**src/rtl/rx_stm_descrambler.sv**
```systemverilog
// rx_stm_descrambler: STM-1 receive framer and frame-synchronous descrambler.
// Hunts for the A1A1A1A2A2A2 pattern in the serial bit stream and tracks frame
// position through HUNT/PRESYNC/SYNC. It removes the 1+x^6+x^7 scrambling
// sequence, which restarts at the first bit after the row-1 SOH of every
// frame, and reports out-of-frame and loss-of-frame status.
// All outputs are registered, one bit per clk155 cycle, with 1-cycle latency.
module rx_stm_descrambler #(
  parameter int          FRAME_BITS = 19440,
  parameter int          UNSCR_BITS = 72,
  parameter logic [47:0] ALIGN_PAT  = 48'hF6F6F6282828,
  parameter int          OOF_ERRS   = 4,
  parameter int          LOF_FRAMES = 24
) (
  input  logic clk155,
  input  logic rst,
  input  logic rx_sdi,
  output logic rx_sdo,
  output logic sof,
  output logic dse,
  output logic oof,
  output logic lof
);

  localparam int CNT_W = $clog2(FRAME_BITS);
  localparam int ERR_W = $clog2(OOF_ERRS + 1);
  localparam int LOF_W = $clog2(LOF_FRAMES + 1);

  // The frame bit on which the last A2 bit arrives, and the bit after it.
  localparam logic [CNT_W-1:0] CNT_CHECK   = CNT_W'(47);
  localparam logic [CNT_W-1:0] CNT_REALIGN = CNT_W'(48);
  localparam logic [CNT_W-1:0] CNT_LAST    = CNT_W'(FRAME_BITS - 1);
  localparam logic [CNT_W-1:0] CNT_UNSCR   = CNT_W'(UNSCR_BITS);
  localparam logic [ERR_W-1:0] ERR_LAST    = ERR_W'(OOF_ERRS - 1);
  localparam logic [LOF_W-1:0] LOF_LAST    = LOF_W'(LOF_FRAMES - 1);

  typedef enum logic [1:0] {
    HUNT    = 2'd0,
    PRESYNC = 2'd1,
    SYNC    = 2'd2
  } state_e;

  state_e           state_q,   state_d;
  logic [CNT_W-1:0] cnt_q,     cnt_d;
  logic [46:0]      sr_q,      sr_d;
  logic [6:0]       x_q,       x_d;
  logic [ERR_W-1:0] err_cnt_q, err_cnt_d;
  logic [LOF_W-1:0] lof_cnt_q, lof_cnt_d;
  logic             rx_sdo_q,  rx_sdo_d;
  logic             sof_q,     sof_d;
  logic             dse_q,     dse_d;
  logic             oof_q,     oof_d;
  logic             lof_q,     lof_d;

  logic match;
  logic at_check;
  logic at_wrap;
  logic desc_act;

  // The pattern compare includes the bit arriving now, so a match marks the
  // current bit as the last A2 bit.
  assign match    = ({sr_q, rx_sdi} == ALIGN_PAT);
  assign at_check = (cnt_q == CNT_CHECK);
  assign at_wrap  = (cnt_q == CNT_LAST);
  assign desc_act = (state_q != HUNT) && (cnt_q >= CNT_UNSCR);

  // Frame alignment FSM: bit counter, pattern history and framing-error count.
  always_comb begin
    // NOTE: every variable gets a default before any branch, so no path leaves
    // a value unassigned and no latch is inferred.
    state_d   = state_q;
    err_cnt_d = err_cnt_q;
    oof_d     = oof_q;
    cnt_d     = at_wrap ? '0 : cnt_q + CNT_W'(1);
    sr_d      = {sr_q[45:0], rx_sdi};

    case (state_q)
      HUNT: begin
        if (match) begin
          state_d = PRESYNC;
          cnt_d   = CNT_REALIGN;
        end
      end
      PRESYNC: begin
        if (at_check) begin
          if (match) begin
            state_d   = SYNC;
            oof_d     = 1'b0;
            err_cnt_d = '0;
          end else begin
            state_d = HUNT;
          end
        end
      end
      SYNC: begin
        // SYNC never realigns; only repeated misses at the expected position
        // drop it back to HUNT.
        if (at_check) begin
          if (match) begin
            err_cnt_d = '0;
          end else if (err_cnt_q == ERR_LAST) begin
            state_d   = HUNT;
            oof_d     = 1'b1;
            err_cnt_d = '0;
          end else begin
            err_cnt_d = err_cnt_q + ERR_W'(1);
          end
        end
      end
      default: state_d = HUNT;
    endcase
  end

  // Descrambler and frame markers for the bit being output next cycle.
  always_comb begin
    rx_sdo_d = rx_sdi;
    x_d      = 7'h7F;
    if (desc_act) begin
      rx_sdo_d = rx_sdi ^ x_q[6];
      x_d      = {x_q[5:0], x_q[6] ^ x_q[5]};
    end
    dse_d = desc_act;
    sof_d = (cnt_q == '0) && (state_q != HUNT);
  end

  // LOF integration: count consecutive frame periods whose OOF state argues
  // for toggling lof; any frame period that agrees with lof restarts the count.
  always_comb begin
    lof_d     = lof_q;
    lof_cnt_d = lof_cnt_q;
    if (at_wrap) begin
      if (oof_q != lof_q) begin
        if (lof_cnt_q == LOF_LAST) begin
          lof_d     = ~lof_q;
          lof_cnt_d = '0;
        end else begin
          lof_cnt_d = lof_cnt_q + LOF_W'(1);
        end
      end else begin
        lof_cnt_d = '0;
      end
    end
  end

  // State register with synchronous reset.
  always_ff @(posedge clk155) begin
    // NOTE: sequential state uses non-blocking assignments so every flop
    // samples the values from before this edge, independent of statement order.
    if (rst) begin
      state_q   <= HUNT;
      cnt_q     <= '0;
      // NOTE: the pattern history is reset too; otherwise stale bits could
      // complete a false match in the first 47 cycles after reset.
      sr_q      <= '0;
      x_q       <= 7'h7F;
      err_cnt_q <= '0;
      lof_cnt_q <= '0;
      rx_sdo_q  <= 1'b0;
      sof_q     <= 1'b0;
      dse_q     <= 1'b0;
      oof_q     <= 1'b1;
      lof_q     <= 1'b0;
    end else begin
      state_q   <= state_d;
      cnt_q     <= cnt_d;
      sr_q      <= sr_d;
      x_q       <= x_d;
      err_cnt_q <= err_cnt_d;
      lof_cnt_q <= lof_cnt_d;
      rx_sdo_q  <= rx_sdo_d;
      sof_q     <= sof_d;
      dse_q     <= dse_d;
      oof_q     <= oof_d;
      lof_q     <= lof_d;
    end
  end

  assign rx_sdo = rx_sdo_q;
  assign sof    = sof_q;
  assign dse    = dse_q;
  assign oof    = oof_q;
  assign lof    = lof_q;

endmodule

```
**config.mk**
```make
export PLATFORM = sky130hd
export DESIGN_NAME = rx_stm_descrambler
export DESIGN_NICKNAME = d
export VERILOG_FILES = /design/src/rtl/rx_stm_descrambler.sv
export SDC_FILE = /design/constraint.sdc
export NUM_CORES = 1
export LEC_CHECK = 0
export BUFFER_PORTS_ARGS = -buffer_cell sky130_fd_sc_hd__buf_2
export CAP_MARGIN = 20
export CORE_MARGIN = 2
export CORE_UTILIZATION = 50
export CTS_BUF_LIST = sky130_fd_sc_hd__clkbuf_8
export DETAILED_ROUTE_END_ITERATION = 10
export PLACE_DENSITY_LB_ADDON = 0.15
export SLEW_MARGIN = 20
export SYNTH_ARGS = -nofsm -noshare
export SYNTH_HDL_FRONTEND = slang
export SYNTH_SLANG_ARGS = --single-unit
```
**constraint.sdc**
```tcl
create_clock -name clk155 -period 2.2 [get_ports clk155]
set_clock_uncertainty 0.2 [all_clocks]
set_input_delay 0.22 -clock clk155 [delete_from_list [all_inputs] [get_ports clk155]]
set_output_delay 0.22 -clock clk155 [all_outputs]
set_load 0.1 [all_outputs]
```
==> Word-level counts from Yosys, hierarchy flattened <==
Index checks and enable logic that the tools add are counted.
{ "word_totals": {"ff_bits": 84, "in_bits": 3, "word_cells": 69} }
{ "op_classes": {"add_sub_neg": 3, "magnitude_cmp": 1, "eq_ne": 14, "n_mux": 25, "bitwise_logic": 4, "reduce_logical": 11} }
{ "ops": {"columns": ["op", "n"], "rows": [
  ["48-bit equality test (second input constant)", 1],
  ["15-bit two-way mux", 3],
  ["15-bit by 1-bit adder with 15-bit output (second input constant)", 1],
  ["15-bit equality test (second input constant)", 1],
  ["15-bit by 6-bit equality test with 1-bit output (second input constant)", 1],
  ["15-bit by 7-bit greater-or-equal comparator with 1-bit output (second input constant)", 1],
  ["15-bit logical NOT", 1],
  ["3-bit two-way mux", 5],
  ["2-bit two-way mux", 6],
  ["2-bit inequality test (second input constant)", 6],
  ["5-bit two-way mux", 2],
  ["1-bit two-way mux", 6],
  ["2-bit case mux with 3 select lines", 1],
  ["3-bit case mux with 2 select lines", 1],
  ["6-bit AND reduction", 1],
  ["5-bit by 1-bit adder with 5-bit output (second input constant)", 1],
  ["5-bit equality test (second input constant)", 1],
  ["5-bit AND reduction", 1],
  ["4-bit AND reduction", 1],
  ["2-bit nonzero test", 2],
  ["3-bit by 1-bit adder with 3-bit output (second input constant)", 1],
  ["3-bit by 2-bit equality test with 1-bit output (second input constant)", 1],
  ["3-bit AND reduction", 1],
  ["2-bit by 1-bit equality test with 1-bit output (second input constant)", 1],
  ["other kinds (8)", 11]
]} }

==> Logic depth before layout (Yosys ltp) <==
Gate-level depths: netlist (run 1).
{ "depth": {"ltp_word": 5, "ltp_mapped": 7} }

==> Worst setup path before layout (run 1) <==
No wires, ideal clock.
{ "synth_timing": {"path_type": "register to register", "start": "register oof_q, in the netlist oof", "end": "register lof_cnt_q[0]", "setup_ns": 0.070, "t_arrival_ns": 2.104, "required_time_ns": 1.930, "path_slack_ns": -0.174, "path_stages_with_launch": 5, "n_path_buf": 0, "period_less_slack_ns": 2.374, "cell_sequence": "dfxtp_1 xnor2_1 or2_2 or3_2 a21oi_1"} }
{ "synth_via": {"elab_chain_cells": 2} }
{ "synth_rtl": {"columns": ["element", "line", "text"], "rows": [
  ["start, declared", "51", "logic oof_q, oof_d;"],
  ["start signal, assigned", "172", "oof_q <= oof_d;"],
  ["1-bit inequality test", "131", "if (oof_q != lof_q) begin"],
  ["5-bit two-way mux", "131", null],
  ["end signal, assigned", "168", "lof_cnt_q <= lof_cnt_d;"],
  ["end, declared", "47", "logic [LOF_W-1:0] lof_cnt_q, lof_cnt_d;"]
]} }
No other way between the ends.
A chain may end at the register's enable or synchronous reset.

==> Final worst setup path (run 1) <==
{ "layout_timing": {"start": "register cnt_q[1]", "end": "register lof_cnt_q[3]"} }
{ "layout_via": {"elab_chain_cells": 1} }
{ "layout_rtl": {"columns": ["element", "line", "text"], "rows": [
  ["start, declared", "43", "logic [CNT_W-1:0] cnt_q, cnt_d;"],
  ["start signal, assigned", "164", "cnt_q <= cnt_d;"],
  ["15-bit equality test", "63", "assign at_wrap = (cnt_q == CNT_LAST);"]
]} }
No other way between the ends.

==> metrics, run 1 <==
outcome complete, no violations; period utilisation layout 94.1%; area leader, netlist dfxtp_1; Hold Crit Start rst; multi-input logic area 1320 µm²; ys async rst share 0%; reg2reg start cnt_q[1]; Tightest Pin Transition 0.784 ns; All-Layer GR Usage 16.4%; Slew Viols, Final 0; Cells after Synth 298; CP Launch Type flop; Final ANT Viol Nets 0; fin worst setup slack 0.130 ns; synth warn 0; number of synthesized flops with an enable pin 0; Clock Sinks 84; f_max 483 MHz; post-synthesis area per instance 10.3 µm²; Placer Congestion 0.806; Critical path origin cnt_q[1]; Final Cell Area 3440 µm²; vias in the first global route 1835; CP Capture Point lof_cnt_q[3]; post-synth top area share 54.8%; Routed Wire Length 4980 µm; HP Class in -> reg; Ports 8; Worst-Skew Late Latency 0.35 ns; Clock Pin Slew Worst Setup and Hold Paths 0.09 ns; ANT cells 0; most frequent cells after synthesis dfxtp_1, nor2b_1, nor2_1; global-route wire length before repair 8300 µm; pre-CTS setup slack 0.0733 ns; hold depth 2; Worst Reg2Reg Path Length in Cells 6; Largest stage delay, worst path 0.52 ns; most common cell in the netlist dfxtp_1; deepest clock path buffer count 2; reg2reg setup slack 0.13 ns; DRT Pass-1 Iters 4; row count 28; Total Power 2.80 mW; synth top area cells dfxtp_1, nor2b_1, nor2_1; min cycle time layout 2.07 ns; HPWL after DPL 3260 µm; Syn Nets 305; Lkg Pwr 1.29 nW; global route overflow 0; nets@finish 321; DR iter-0 viols 77; PD cells 814 nW/µm²; largest net degree at the start of global routing 27; number of setup buffers added after CTS 0; worst setup path class reg -> reg; Reg area 1680 µm²; Worst R2R End lof_cnt_q[3]; slowest CP cell or4_1; Vert. Die Dim 82.3 µm; Critical Path RT 2.27 ns; H-Tree Depth 3; chip width 82.3 µm; Core Region 5920 µm²; Netlist cell types 45; total number of vias 2010; final setup TNS 0 ns; cts bufs inserted 9; area grow syn2layout 12.0%; CP Cell Sequence ha_1, nand4_1, nor2_2, nand3_4, or4_1, a21oi_1; placed cell count 377; Crit. path cell count 6; Fin. Hold Viols 0; Peak VDD IR 472 µV; CP Max Fanout 11; MaxCap Viol Count 0; final setup fails 0; Setup crit end kind flop; Initial Util 51.8%; Non-Filler Instances 394; via-per-instance ratio 5.10; CTS tree built; filler cell count 533; family with the most delay on the worst path simple AND/OR/NAND/NOR gates; Port Buffer Count 7; relative slew slack 47.3%; full die area 6780 µm²; CP bufs+invs 0; routed length per instance 12.6 µm; share of layout cells above drive strength 1 14.7%; dpl cell area 3180 µm²; initial antenna violation count 0; Remaining DRCs 0; sequential area share after synthesis 54.8%; unrepaired setup endpoints after global routing true; clock root buffer clkbuf_8; crit path DAT 2.14 ns; Mapped Area 3070 µm²; synthesized flop and latch total 84; Primary FF master, synth dfxtp_1
worst reg2reg max path: stages, from the launching register on:
cell and delay, ns:
dfxtp_1 0.38, ha_1 0.22, nand4_1 0.17, nor2_2 0.21, nand3_4 0.15, or4_1 0.52
a21oi_1 0.15
cell families (layout without fill, tap and decap cells):
group | Yosys count | in the layout | synth area share, %
XOR/XNOR | 16 | 16 | 4.57
flip-flops | 84 | 84 | 54.8
adder cells (fa/ha/maj) | 4 | 4 | 1.63
buffers and inverters | 16 | 37 | 3.10
AO/OA/AOI/OAI | 23 | 23 | 5.14
AND/OR/NAND/NOR | 152 | 152 | 29.7
multiplexers | 3 | 3 | 1.02
per-stage QoR:
step                      hold slack, ns  utilization [%]
after floorplan                    0.148                -
after global placement             0.192             53.7
after detailed placement           0.196             53.7
after CTS                          0.101             57.6
after global routing               0.125             58.0
final                              0.129             58.0
routing by layer:
layer,up-vias,wire (µm),GRT usage (%)
met2,23,2050,21.9
met1,929,2680,23.1
met4,0,95,11.0
li1,1049,-,-
met5,-,0,0
met3,9,154,3.91
power by group:
part / internal [mW] / switching, mW / leakage, nW
Sequential: 1.53 / 0.00483 / 0.678
Combinational: 0.0194 / 0.0430 / 0.504
Clock: 0.645 / 0.556 / 0.106
how the worst min path moves through the flow:
| stage | to | slack (ns) |
|---|---|---|
| after global placement | x_q[3] | 0.19 |
| final | sr_q[19] | 0.13 |
| after floorplan | sr_q[0] | 0.15 |
| after detailed placement | x_q[3] | 0.20 |
| after CTS | sr_q[19] | 0.10 |
| after global routing | lof | 0.12 |
flip-flops by register name (all words and copies together) (netlist names):
| register | flops |
|---|---|
| rx_sdo | 1 |
| err_cnt_q | 3 |
| lof_cnt_q | 5 |
| oof | 1 |
| lof | 1 |
| sof | 1 |
| state_q | 2 |
| dse | 1 |
| sr_q | 47 |
| x_q | 7 |
| cnt_q | 15 |
what timing repair did:
item	CTS	global route
resized for setup	0	4
hold buffers	1	0
endpoints found under the hold margin	2	0
endpoints found under the setup margin	0	5
cells in the final DEF, fill, tap and decap left out, drive strengths merged, types with 3 or more instances in the layout:
cell type	n
dfxtp	84
nor2b	48
nor2	26
buf	14
a21oi	11
nand3	11
nand2b	10
xor2	10
nand2	10
nor3	10
clkbuf	9
nand4	8
inv	8
xnor2	6
o21ai	4
nor4bb	4
ha	4
or3	4
nor4	4
and3	3
cell type report:
| class | count | share of cell area [%] |
|---|---|---|
| flip-flops and latches | 84 | 49.0 |
| multi-input cells | 198 | 38.3 |
| clock buffers | 9 | 3.61 |
| clock inverters | 7 | 2.84 |
| repair buffers | 15 | 2.84 |
| well taps | 75 | 2.73 |
| inverters | 6 | 0.655 |
(Power assumes the default switching activity.)
==> run 2: changes to the inputs <==
--- a/config.mk
+++ b/config.mk
@@ -7,7 +7,7 @@
 export LEC_CHECK = 0
 export BUFFER_PORTS_ARGS = -buffer_cell sky130_fd_sc_hd__buf_2
 export CAP_MARGIN = 20
-export CORE_MARGIN = 2
+export CORE_MARGIN = 4
 export CORE_UTILIZATION = 50
 export CTS_BUF_LIST = sky130_fd_sc_hd__clkbuf_8
 export DETAILED_ROUTE_END_ITERATION = 10
==> run 2 against run 1 <==
First-iteration DRC count stayed put; maximum frequency is 0.61% higher; die area is 10% higher; cell area is 0.80% lower; global-route usage is 1.8 points lower; largest cell class unchanged; worst hold slack better by 0.018 ns; sequential power hardly changed.
==> metrics, run 2 (synthesized netlist as in run 1, its figures left out) <==
outcome complete, no violations; post-layout utilization of the core 57.6% (-0.46 points); routed length per instance 12.2 µm (-3.0%); DRT Pass-1 Iters 4 (unchanged); vias in the first global route 1899 (+3.5%); Remaining DRCs 0 (unchanged); fin worst setup slack 0.143 ns (+0.0125 ns); clock root buffer clkbuf_8; via-per-instance ratio 4.99 (-2.2%); Core Region 5920 µm² (unchanged); DR iter-0 viols 77 (unchanged); total number of vias 1960 (-2.5%); Peak VDD IR 452 µV (-4.2%); nets@finish 321 (unchanged); share of layout cells above drive strength 1 13.8% (-0.90 points); commonest cells after routing, fill and taps aside dfxtp_1, nor2b_1, nor2_1; Final ANT Viol Nets 0 (unchanged); Largest regs sr_q (47), cnt_q (15), x_q (7); min cycle time layout 2.06 ns (-0.0125 ns); Setup crit end kind flop; initial antenna violation count 0 (unchanged); Placer Congestion 0.708 (-12%); period utilisation layout 93.5% (-0.57 points); area grow syn2layout 11.1%; ANT cells 0 (unchanged); f_max 486 MHz (+0.61%); Clock Pin Slew Worst Setup and Hold Paths 0.08 ns (about the same); chip width 86.3 µm (+4.9%); global-route wire length before repair 8580 µm (+3.4%); CTS tree built; final setup fails 0 (unchanged); deepest clock path buffer count 2 (unchanged); Port Buffer Count 7 (unchanged); H-Tree Depth 3 (unchanged); row count 28 (unchanged); MaxCap Viol Count 0 (unchanged); Vert. Die Dim 86.3 µm (+4.9%); HPWL after DPL 3240 µm (-0.75%); Routed Wire Length 4810 µm (-3.3%); Total Power 2.69 mW (-3.8%); final setup TNS 0 ns (unchanged); Critical Path RT 2.22 ns (-0.05 ns); Fin. Hold Viols 0 (unchanged); CP Max Fanout 3 (-8); largest net degree at the start of global routing 30 (+11%); register with the most flip-flops sr_q; Initial Util 51.8% (unchanged); Worst-Skew Late Latency 0.34 ns (about the same); Clock Sinks 84 (unchanged); relative slew slack 48.7% (+1.4 points); Lkg Pwr 1.29 nW (+0.36%); commonest non-fill, non-tap cell in the layout dfxtp_1; WHS 0.147 ns (+0.0182 ns); Slew Viols, Final 0 (unchanged); pre-CTS setup slack 0.111 ns (+0.0378 ns); max reg flops 47 (unchanged); full die area 7450 µm² (+10%); PD cells 789 nW/µm² (-3.0%); All-Layer GR Usage 14.6% (-1.8 points); crit path DAT 2.08 ns (-0.06 ns); worst setup path class reg -> reg; global route overflow 0 (unchanged); dpl cell area 3180 µm² (unchanged); Tightest Pin Transition 0.764 ns (-0.0205 ns); placed cell count 377 (unchanged); CP Launch Type flop; cts bufs inserted 9 (unchanged); unrepaired setup endpoints after global routing true; filler cell count 541 (+1.5%); Non-Filler Instances 393 (-0.25%); Final Cell Area 3410 µm² (-0.80%); HP Class in -> reg; Ports 8 (unchanged)
run 2: cell count changes in the layout (fill, tap and decap cells not counted), sizes merged:
cell,before,now
clkinv,1,0
clkbuf,9,12
clkinvlp,2,0
bufinv,2,1
run 2: final cells by class:
class / count / area, µm² / share of cell area, %
timing repair buffer: 15 / 97.6 / 2.86
inverter: 6 / 22.5 / 0.661
sequential: 84 / 1680 / 49.4
clock inverter: 3 / 37.5 / 1.10
multi-input combinational: 198 / 1310 / 38.4
clock buffer: 12 / 165 / 4.85
tap: 75 / 93.8 / 2.75
run 2: repair_timing:
action	4_1_cts	5_1_grt
setup endpoints to repair	0	5
endpoints found under the hold margin	2	0
resized for setup	0	3
hold buffers	1	0
setup buffers	0	0
run 2: routing by layer:
layer	share of wire [%]	global-route usage [%]	wire (µm)	up-vias
met5	0	0	0	-
met4	1.7	7.22	81	0
met2	41	20.5	1980	16
met3	2.4	3.42	115	10
li1	-	-	-	1046
met1	55	20.8	2640	888
run 2: path summary, 6_finish.rpt:
kind | startpoint | to | slack, ns | cells past startpoint
hold reg to reg | x_q[3] | x_q[4] | 0.21 | 1
hold / removal | rst | sr_q[24] | 0.15 | 2
setup reg to reg | sr_q[34] | err_cnt_q[0] | 0.14 | 5
setup / recovery | sr_q[34] | err_cnt_q[0] | 0.14 | 5
run 2: power by group:
group / internal (mW) / total [mW] / switching [mW]
combinational: 0.0193 / 0.0609 / 0.0416
sequential: 1.53 / 1.53 / 0.00487
clock: 0.604 / 1.10 / 0.492
run 2: worst max-delay path, cell delays in order, from the launching register on:
cell       delay [ns]
dfxtp_1          0.33
nand4bb_1        0.20
or4_4            0.59
o41ai_2          0.22
a21oi_1          0.13
mux2_2           0.28
==> run 3: changes to the inputs <==
--- a/config.mk
+++ b/config.mk
@@ -8,9 +8,10 @@
 export BUFFER_PORTS_ARGS = -buffer_cell sky130_fd_sc_hd__buf_2
 export CAP_MARGIN = 20
 export CORE_MARGIN = 4
-export CORE_UTILIZATION = 50
+export CORE_UTILIZATION = 55
 export CTS_BUF_LIST = sky130_fd_sc_hd__clkbuf_8
 export DETAILED_ROUTE_END_ITERATION = 10
+export HOLD_SLACK_MARGIN = 0.02
 export PLACE_DENSITY_LB_ADDON = 0.15
 export SLEW_MARGIN = 20
 export SYNTH_ARGS = -nofsm -noshare
==> constraint.sdc (replaced) <==
create_clock -name clk155 -period 1.8 [get_ports clk155]
set_clock_uncertainty 0.2 [all_clocks]
set_input_delay 0.18 -clock clk155 [delete_from_list [all_inputs] [get_ports clk155]]
set_output_delay 0.18 -clock clk155 [all_outputs]
set_load 0.1 [all_outputs]
==> run 3 against run 2 <==
The run now ends with setup timing left; final cell count up 9.2%; sequential cell count is the same; critical path depth up 1; combinational power up 52%; critical path type unchanged; largest cell class unchanged.
==> metrics, run 3 (synthesized netlist as in run 1, its figures left out) <==
Worst-Skew Late Latency 0.35 ns (about the same); violated checks setup timing; vias in the first global route 2092 (+10%); crit path DAT 2.01 ns (-0.07 ns); Slew Viols, Final 0 (unchanged); area grow syn2layout 25.6%; WHS 0.0559 ns (-0.0911 ns); share of layout cells above drive strength 1 30.9% (+17 points); cts bufs inserted 9 (unchanged); filler cell count 381 (-30%); final setup fails 24 (+24); slowest CP cell or4_4; Remaining DRCs 0 (unchanged); Initial Util 58.2% (+6.4 points); Tightest Pin Transition 0.492 ns (-0.272 ns); Clock Pin Slew Worst Setup and Hold Paths 0.09 ns (about the same); DR iter-0 viols 122 (+58%); Final ANT Viol Nets 0 (unchanged); worst setup path class reg -> reg; register with the most flip-flops sr_q; period utilisation layout 109% (+16 points); Lkg Pwr 1.51 nW (+17%); HPWL after DPL 3640 µm (+12%); chip width 82.7 µm (-4.2%); global-route wire length before repair 9460 µm (+10%); f_max 508 MHz (+4.5%); Reg area 1700 µm² (+0.82%); Largest regs sr_q (47), cnt_q (15), x_q (7); family with the most delay on the worst path simple AND/OR/NAND/NOR gates; Largest stage delay, worst path 0.57 ns (-0.02 ns); CP Cell Sequence nand4_1, or4_4, nor3_4, buf_6, nor4b_4, mux2_2; unrepaired setup endpoints after global routing true; DRT Pass-1 Iters 4 (unchanged); CP bufs+invs 1 (+1); HP Class in -> reg; CP Max Fanout 3 (unchanged); Final Cell Area 3850 µm² (+13%); multi-input logic area 1470 µm² (+12%); dpl cell area 3420 µm² (+7.6%); Fin. Hold Viols 0 (unchanged); final setup TNS -2.18 ns (-2.18 ns); Ports 8 (unchanged); Port Buffer Count 7 (unchanged); outcome finished, violations left; initial antenna violation count 0 (unchanged); post-layout utilization of the core 73.1% (+16 points); PD cells 805 nW/µm² (+2.0%); commonest cells after routing, fill and taps aside dfxtp_1, nor2b_1, buf_4; nets@finish 361 (+12%); CTS tree built; CP Launch Type flop; row count 26 (-7.1%); min cycle time layout 1.97 ns (-0.0880 ns); MaxCap Viol Count 0 (unchanged); deepest clock path buffer count 2 (unchanged); relative slew slack 67.1% (+18 points); pre-CTS setup slack -0.178 ns (-0.289 ns); fin worst setup slack -0.169 ns (-0.312 ns); max reg flops 47 (unchanged); Clock Sinks 84 (unchanged); Core Region 5270 µm² (-11%); full die area 6840 µm² (-8.3%); commonest non-fill, non-tap cell in the layout dfxtp_1; Setup crit end kind flop; total number of vias 2232 (+14%); global route overflow 0 (unchanged); clock root buffer clkbuf_8; ANT cells 0 (unchanged); Critical Path RT 1.84 ns (-0.38 ns); Placer Congestion 0.735 (+3.8%); largest net degree at the start of global routing 36 (+20%); via-per-instance ratio 5.20 (+4.3%); Peak VDD IR 660 µV (+46%); routed length per instance 13.6 µm (+11%); H-Tree Depth 3 (unchanged); Vert. Die Dim 82.7 µm (-4.2%); All-Layer GR Usage 18.5% (+4.0 points); Routed Wire Length 5850 µm (+21%)
[run 3: cell types whose count changed in the layout (fill, tap and decap cells not counted), moves of 3 or more]
cell | before | now
buf_6 | 0 | 4
dfxtp_2 | 2 | 7
clkinv_2 | 0 | 3
dfxtp_1 | 82 | 75
nor3_1 | 9 | 6
a21oi_1 | 11 | 8
clkbuf_8 | 12 | 9
buf_4 | 7 | 41
a21oi_2 | 0 | 3
[run 3: cell type report]
cell class                      instances  share of cell area (%)
Timing Repair Buffer                   54                    10.6
Clock buffer                            9                    3.22
Inverter                                6                   0.585
Clock inverter                          7                    1.10
Multi-Input combinational cell        199                    38.2
Tap cell                               70                    2.27
Sequential cell                        84                    44.1
[run 3: worst paths after layout]
check                start           end  slack, ns  cells after the start
setup / recovery  sr_q[44]  err_cnt_q[0]      -0.17                      6
hold / removal         rst    state_q[1]       0.06                      3
setup reg to reg  sr_q[44]  err_cnt_q[0]      -0.17                      6
hold reg to reg     x_q[3]        x_q[4]       0.22                      1
[run 3: tightest hold or removal path, cell delays in order]
cell and delay, ns:
buf_2 0.18, inv_1 0.08, a31o_2 0.13
[run 3: power breakdown]
part           switching (mW)  leakage [nW]  internal, mW  total [mW]
clock                   0.645        0.0866         0.493        1.14
combinational          0.0586         0.746        0.0339      0.0925
sequential            0.00695         0.682          1.86        1.87
total                   0.710          1.51          2.39        3.10
[run 3: stage by stage]
stage	instances	power, mW
finish	429	3.10
global route	429	3.23
CTS	425	3.12
detailed placement	400	2.00
global placement	400	2.00
floorplan	298	1.97
[run 3: timing repair]
item	CTS	global route
setup buffers	7	3
resized for setup	17	20
gates cloned	0	1
hold buffers	2	0
endpoints found under the hold margin	8	0
pin swaps	10	3
setup endpoints to repair	33	34
[run 3: layer usage]
metal  wire length [µm]  part of all wire (%)  GRT usage, %  vias up
met5                  0                     0             0        -
li1                   -                     -             -     1131
met4                 80                   1.4          7.84        0
met2               2660                    45          28.0       39
met1               2860                    49          25.0     1053
met3                249                   4.3          4.99        9
